## src/rtl/muldiv_iter_if.sv

```systemverilog
// Request/response bundle between the EXE stage and the multiply/divide unit.
interface muldiv_iter_if #(parameter int WIDTH = 32);
  logic             start;
  logic [1:0]       op;
  logic [WIDTH-1:0] src1;
  logic [WIDTH-1:0] src2;
  logic             cancel;
  logic             busy;
  logic             done;
  logic [WIDTH-1:0] hi;
  logic [WIDTH-1:0] lo;

  modport master (output start, op, src1, src2, cancel, input busy, done, hi, lo);
  modport slave  (input start, op, src1, src2, cancel, output busy, done, hi, lo);
endinterface

```

## src/rtl/muldiv_iter.sv

```systemverilog
// Iterative MULT/MULTU/DIV/DIVU unit with start/busy/done handshake and flush.
// Define MULDIV_DIV_EN to build the restoring divider; otherwise DIV ops finish at once with zero results.
module muldiv_iter #(
  parameter int WIDTH   = 32,
  parameter int MUL_LAT = 2
) (
  input  logic          clk,
  input  logic          resetn,
  muldiv_iter_if.slave  bus
);
  localparam int CW = ($clog2(WIDTH + 1) > 4) ? $clog2(WIDTH + 1) : 4;
  localparam logic [CW-1:0] LAT_C = CW'(MUL_LAT);

  typedef enum logic [2:0] {IDLE, MUL, DIV, FIX, DONE} state_t;

  state_t              state, nxt;
  logic [CW-1:0]       cnt;
  logic                accept, ld_mul;
  logic signed [WIDTH:0]     ax, bx;
  logic signed [2*WIDTH-1:0] prod;
  logic [2*WIDTH-1:0]  mul_res;
  logic [WIDTH-1:0]    hi_q, lo_q;
  logic                sgn;

  assign sgn = ~bus.op[0];

`ifdef MULDIV_DIV_EN
  localparam logic [CW-1:0] DIV_C = CW'(WIDTH);
  logic                ld_fix;
  logic [WIDTH-1:0]    quo, rem, dvs, s1_q;
  logic                q_neg, r_neg;
  logic [WIDTH-1:0]    abs1, abs2, rem_nxt;
  logic [WIDTH:0]      shl, diff;
  logic                ge;

  assign abs1 = (sgn & bus.src1[WIDTH-1]) ? -bus.src1 : bus.src1;
  assign abs2 = (sgn & bus.src2[WIDTH-1]) ? -bus.src2 : bus.src2;
  // remainder < divisor, so a borrow out of the top bit means "does not fit"
  assign shl     = {rem, quo[WIDTH-1]};
  assign diff    = shl - {1'b0, dvs};
  assign ge      = ~diff[WIDTH];
  assign rem_nxt = ge ? diff[WIDTH-1:0] : shl[WIDTH-1:0];
`endif

  // Low 2W bits of the (W+1)-bit signed product are the same for both signednesses.
  assign prod = ax * bx;

  generate
    if (MUL_LAT == 1) begin : g_lat1
      assign mul_res = prod;
    end else begin : g_pipe
      logic [MUL_LAT-2:0][2*WIDTH-1:0] pipe;
      always_ff @(posedge clk or negedge resetn) begin
        if (!resetn) pipe <= '0;
        else begin
          pipe[0] <= prod;
          for (int k = 1; k < MUL_LAT - 1; k++) pipe[k] <= pipe[k-1];
        end
      end
      assign mul_res = pipe[MUL_LAT-2];
    end
  endgenerate

  always_ff @(posedge clk or negedge resetn) begin
    if (!resetn) state <= IDLE;
    else         state <= nxt;
  end

  always_comb begin
    nxt    = state;
    accept = 1'b0;
    ld_mul = 1'b0;
`ifdef MULDIV_DIV_EN
    ld_fix = 1'b0;
`endif
    case (state)
      IDLE, DONE: begin
        nxt = IDLE;
        if (bus.start) begin
          accept = 1'b1;
`ifdef MULDIV_DIV_EN
          nxt = bus.op[1] ? DIV : MUL;
`else
          nxt = bus.op[1] ? DONE : MUL;
`endif
        end
      end
      MUL: if (cnt == LAT_C) begin
        ld_mul = 1'b1;
        nxt    = DONE;
      end
`ifdef MULDIV_DIV_EN
      DIV: if (cnt == DIV_C) nxt = FIX;
      FIX: begin
        ld_fix = 1'b1;
        nxt    = DONE;
      end
`endif
      default: nxt = IDLE;
    endcase
    if (bus.cancel) begin
      nxt    = IDLE;
      accept = 1'b0;
      ld_mul = 1'b0;
`ifdef MULDIV_DIV_EN
      ld_fix = 1'b0;
`endif
    end
  end

  always_ff @(posedge clk or negedge resetn) begin
    if (!resetn) begin
      cnt  <= '0;
      ax   <= '0;
      bx   <= '0;
      hi_q <= '0;
      lo_q <= '0;
`ifdef MULDIV_DIV_EN
      quo   <= '0;
      rem   <= '0;
      dvs   <= '0;
      s1_q  <= '0;
      q_neg <= 1'b0;
      r_neg <= 1'b0;
`endif
    end else begin
      if (accept) begin
        cnt <= CW'(1);
        ax  <= {sgn & bus.src1[WIDTH-1], bus.src1};
        bx  <= {sgn & bus.src2[WIDTH-1], bus.src2};
`ifdef MULDIV_DIV_EN
        quo   <= abs1;
        dvs   <= abs2;
        rem   <= '0;
        s1_q  <= bus.src1;
        q_neg <= sgn & (bus.src1[WIDTH-1] ^ bus.src2[WIDTH-1]);
        r_neg <= sgn & bus.src1[WIDTH-1];
`endif
      end else if (state == MUL || state == DIV) begin
        cnt <= cnt + CW'(1);
      end
`ifdef MULDIV_DIV_EN
      if (state == DIV) begin
        rem <= rem_nxt;
        quo <= {quo[WIDTH-2:0], ge};
      end
`endif
      if (ld_mul) begin
        hi_q <= mul_res[2*WIDTH-1:WIDTH];
        lo_q <= mul_res[WIDTH-1:0];
      end
`ifdef MULDIV_DIV_EN
      if (ld_fix) begin
        if (dvs == '0) begin
          lo_q <= '1;
          hi_q <= s1_q;
        end else begin
          lo_q <= q_neg ? -quo : quo;
          hi_q <= r_neg ? -rem : rem;
        end
      end
`else
      if (accept && bus.op[1]) begin
        hi_q <= '0;
        lo_q <= '0;
      end
`endif
    end
  end

  assign bus.busy = (state == MUL) || (state == DIV) || (state == FIX);
  assign bus.done = (state == DONE);
  assign bus.hi   = hi_q;
  assign bus.lo   = lo_q;
endmodule

```

## src/flat_wrapper.sv

```systemverilog
// flat-port wrapper written by rule: the top's interface ports become plain ports
module muldiv_iter_flat 
#(
  parameter int WIDTH   = 32,
  parameter int MUL_LAT = 2
)
  (clk, resetn, bus_start, bus_op, bus_src1, bus_src2, bus_cancel, bus_busy, bus_done, bus_hi, bus_lo);
  muldiv_iter_if #(.WIDTH(WIDTH)) bus_i ();
  input  logic clk;
  input  logic resetn;
  input wire logic [$bits(bus_i.start)-1:0] bus_start;
  input wire logic [$bits(bus_i.op)-1:0] bus_op;
  input wire logic [$bits(bus_i.src1)-1:0] bus_src1;
  input wire logic [$bits(bus_i.src2)-1:0] bus_src2;
  input wire logic [$bits(bus_i.cancel)-1:0] bus_cancel;
  output wire logic [$bits(bus_i.busy)-1:0] bus_busy;
  output wire logic [$bits(bus_i.done)-1:0] bus_done;
  output wire logic [$bits(bus_i.hi)-1:0] bus_hi;
  output wire logic [$bits(bus_i.lo)-1:0] bus_lo;
  assign bus_i.start = bus_start;
  assign bus_i.op = bus_op;
  assign bus_i.src1 = bus_src1;
  assign bus_i.src2 = bus_src2;
  assign bus_i.cancel = bus_cancel;
  assign bus_busy = bus_i.busy;
  assign bus_done = bus_i.done;
  assign bus_hi = bus_i.hi;
  assign bus_lo = bus_i.lo;
  muldiv_iter #(.WIDTH(WIDTH), .MUL_LAT(MUL_LAT)) u_core (.clk(clk), .resetn(resetn), .bus(bus_i));
endmodule
```

## config.mk

```make
export PLATFORM = sky130hd
export DESIGN_NAME = muldiv_iter_flat
export DESIGN_NICKNAME = d
export VERILOG_FILES = /design/src/rtl/muldiv_iter_if.sv /design/src/rtl/muldiv_iter.sv /design/src/flat_wrapper.sv
export SDC_FILE = /design/constraint.sdc
export NUM_CORES = 2
export LEC_CHECK = 0
export BUFFER_PORTS_ARGS = -buffer_cell sky130_fd_sc_hd__clkbuf_2
export CAP_MARGIN = 25
export CORE_MARGIN = 1
export CORE_UTILIZATION = 41
export DETAILED_ROUTE_END_ITERATION = 8
export HOLD_SLACK_MARGIN = 0.12
export PLACE_DENSITY = 0.56
export REMOVE_ABC_BUFFERS = 1
export SYNTH_ARGS = -nofsm -noshare
export SYNTH_HDL_FRONTEND = slang
export SYNTH_SLANG_ARGS = --single-unit
export TNS_END_PERCENT = 100
```

## constraint.sdc

```tcl
create_clock -name clk -period 18.6 [get_ports clk]
set_input_delay 0 -clock clk [delete_from_list [all_inputs] [get_ports clk]]
set_output_delay 0 -clock clk [all_outputs]
set_load 0.005 [all_outputs]
```

==> results.py <==
metrics = {
    "worst_setup_path": {
        "critPathTopFamily": "adder cells",
        "regToRegStartpoint": "u_core.bx[0]",
        "critPathKind": "reg -> reg",
        "r2r_end": "u_core.g_pipe.pipe[62]",
        "crit_arrival_ns": 9.30,
        "slowest_stage": "fa_1",
        "crit_top_cell": "fa_1",
        "cp.depth": 23,
        "slowest_delay_ns": 1.17,
        "crit_buf_inv": 5,
        "crit_required_ns": 19.11,
        "cp_cell_sequence": "nand2_1 -> inv_1 -> fa_1 -> inv_1 -> fa_1 -> inv_1 -> fa_1 -> fa_1 -> fa_1 -> fa_1 -> inv_1 -> fa_1 -> fa_1 -> inv_1 -> ha_1 -> and4_1 -> nand4_1 -> or2_2 -> nor2_1 -> nor2_1 -> mux2_2 -> a41oi_1 -> o41a_1",
        "reg2reg_depth": 23,
        "end_kind": "flop",
        "critPathMaxFanout": 34,
        "rrSetupSlack_ns": 9.81,
        "startpoint_type": "flop",
    },
    "floorplan": {
        "floorplan.initialDensity": 0.414,
        "die_h_um": 334,
        "fp-row-count": 121,
        "die_w_um": 334,
        "io_pins": 136,
        "core-area_um2": 109000,
        "dieArea_um2": 112000,
    },
    "sta": {
        "fin_skew_ns": 0.0742,
        "tightest_slew_ns": 1.08,
        "hold_viol": 0,
        "rsz0062_at_grt": "no",
        "whs_ns": 0.156,
        "period_share": 0.472,
        "relSlewSlack": 0.278,
        "fin_crit_ns": 8.79,
        "setup_viol": 0,
        "slew_viol_final": 0,
        "max_freq_ghz": 0.114,
        "final.setup.tns_ns": 0,
    },
    "drt": {
        "route.vias.total": 31900,
        "vias_per_cell": 4.97,
        "drc": 0,
        "routed_wl_mm": 124,
        "first_pass_iters": 5,
        "postRouteAntennaNets": 0,
        "post_drt_wl_per_cell_um": 19.3,
        "drt_iter0_drc": 1617,
    },
    "yosys": {
        "synth_seq_area_share": 0.112,
        "ys_types": 68,
        "dominantRegCellSynth": "dfrtp_1",
        "syn_avg_cell_area_um2": 9.36,
        "synthesis.area_um2": 45200,
        "synth_edf_count": 0,
        "synth_cells": 4832,
        "synth-async-reset-ratio": 1.00,
        "synth_seq_cells": 202,
        "yosysWarningCount": 0,
    },
    "placed_design": {
        "io_buffers": 135,
        "gp_congestion": 0.874,
        "dp_hpwl_mm": 94.5,
        "dpl.cell_count": 6249,
        "postPlaceCellArea_um2": 47300,
    },
    "job": {
        "max_cap_violations": 0,
    },
    "clocking": {
        "cts_tree": "yes",
        "insertion_delay_ns": 0.65,
        "numCtsBuffers": 27,
        "root_buffer": "clkbuf_16",
        "clk_pin_slew_ns": 0.07,
        "cts_buffer_depth": 3,
        "clkSinkCount": 202,
        "htree_levels": 1,
    },
    "grt": {
        "grt_pass1_vias": 35300,
        "grt_pass1_wl_mm": 200,
        "grt_overflow": 0,
        "antenna_found_initial": 0,
        "grtUsageTotal": 0.232,
        "grt_max_degree": 114,
    },
    "cells_and_area": {
        "nets": 6333,
        "drive_gt1_frac": 0.0576,
        "syn2layout_area_growth_pct": 9.30,
        "fin_area_um2": 49400,
        "layout.cells.non_filler": 6423,
    },
    "worst_hold_path": {
        "min_path_type": "in -> reg",
        "hold_end": "u_core.ax[17]",
        "min_from": "bus_src1[17]",
        "min_delay_path_depth": 4,
    },
    "outcome": {
        "outcome": "finished clean",
    },
}
[final cells by class]
class	instances	area, µm²
fillers	10600	59700
clock inverters	16	189
well taps	1476	1850
flip-flops and latches	202	5070
repair buffers	317	2390
multi-input cells	3245	34900
diodes	3	7.51
inverters	1131	4250
clock buffers	33	748
[Yosys cell counts, types with 11 or more instances]
cell type / count / area (µm²)
nor3_1: 12 / 60.1
o21ai_1: 12 / 60.1
xnor2_1: 60 / 526
xor2_1: 22 / 193
a21oi_1: 129 / 646
nand3_1: 11 / 55.1
dfrtp_1: 202 / 5050
fa_1: 1125 / 22500
inv_1: 1131 / 4250
a21o_1: 25 / 188
and2_1: 519 / 3250
ha_1: 214 / 2680
clkbuf_1: 245 / 920
nor2_1: 62 / 233
nand2_1: 904 / 3390
nand2b_1: 19 / 119
o21ai_0: 21 / 105
[cell usage in the layout, fill, tap and decap left out, types with 4 or more instances in the layout]
cell type / count
inv_1: 1131
fa_1: 1125
nand2_1: 902
and2_1: 517
ha_1: 214
dfrtp_1: 190
clkbuf_2: 134
a21oi_1: 129
dlygate4sd3_1: 121
nor2_1: 62
xnor2_1: 60
buf_4: 59
clkbuf_16: 27
a21o_1: 25
xor2_1: 22
o21ai_0: 21
nand2b_1: 19
o21ai_1: 12
nor3_1: 12
dfrtp_2: 12
nand3_1: 11
nand4_1: 9
o21bai_1: 9
a211oi_1: 8
nor2b_1: 7
o21a_1: 6
clkinv_2: 6
o31ai_1: 5
or3_1: 5
clkbuf_8: 5
a31oi_1: 4
[metal layers]
metal | routed length [µm] | track usage | up-vias
met5 | 0 | 0 | -
met4 | 4610 | 0.0840 | 0
met3 | 4150 | 0.0175 | 217
met2 | 67100 | 0.431 | 653
met1 | 48000 | 0.279 | 17100
li1 | - | - | 14000
[stage by stage]
stage	setup WS (ns)	util
after floorplan	10.97	-
after global placement	9.91	0.433
after detailed placement	9.90	0.433
after CTS	9.80	0.453
after global routing	9.22	0.453
final	9.81	0.453
[worst max path at each step]
stage	start	endpoint	slack, ns
6_report	u_core.bx[0]	u_core.g_pipe.pipe[62]	9.81
3_5_place_dp	u_core.bx[0]	u_core.g_pipe.pipe[62]	9.90
3_3_place_gp	u_core.bx[0]	u_core.g_pipe.pipe[62]	9.91
5_1_grt	u_core.bx[0]	u_core.g_pipe.pipe[62]	9.22
4_1_cts	u_core.bx[0]	u_core.g_pipe.pipe[62]	9.80
2_1_floorplan	u_core.bx[3]	u_core.g_pipe.pipe[62]	10.97
[flip-flops by register name (all words and copies together) (netlist names)]
name,cells
u_core.ax,33
u_core.bus.lo,32
u_core.state,2
u_core.cnt,6
u_core.bx,33
u_core.bus.hi,32
u_core.g_pipe.pipe,64
[worst register-to-register path: stages, from the launching register on]
cell and delay (ns):
dfrtp_1 1.05, nand2_1 0.23, inv_1 0.19, fa_1 0.40
inv_1 0.23, fa_1 0.46, inv_1 0.12, fa_1 0.64
fa_1 1.17, fa_1 0.59, fa_1 0.54, inv_1 0.05
fa_1 0.45, fa_1 0.48, inv_1 0.04, ha_1 0.43
and4_1 0.32, nand4_1 0.16, or2_2 0.34, nor2_1 0.11
nor2_1 0.04, mux2_2 0.26, a41oi_1 0.17, o41a_1 0.18
[kinds of logic (layout without fill, tap and decap cells)]
| kind of cell | count (synthesis) | after routing | synth area share |
|---|---|---|---|
| fa+ha+maj | 1339 | 1339 | 0.557 |
| buf+inv | 1385 | 1497 | 0.116 |
| mux | 1 | 1 | 0.000249 |
| simple gates | 1570 | 1570 | 0.164 |
| other cells | 0 | 3 | 0 |
| xor+xnor | 82 | 82 | 0.0159 |
| flops | 202 | 202 | 0.112 |
| compound gates | 253 | 253 | 0.0356 |
[repair_timing]
action / CTS / global route
hold endpoints to repair: 173 / 0
hold buffers: 122 / 0
resized for setup: 0 / 0
setup buffers: 0 / 0
Power is not shown: default switching activity piles up to over one toggle a cycle in this logic, so the estimate is an artifact.
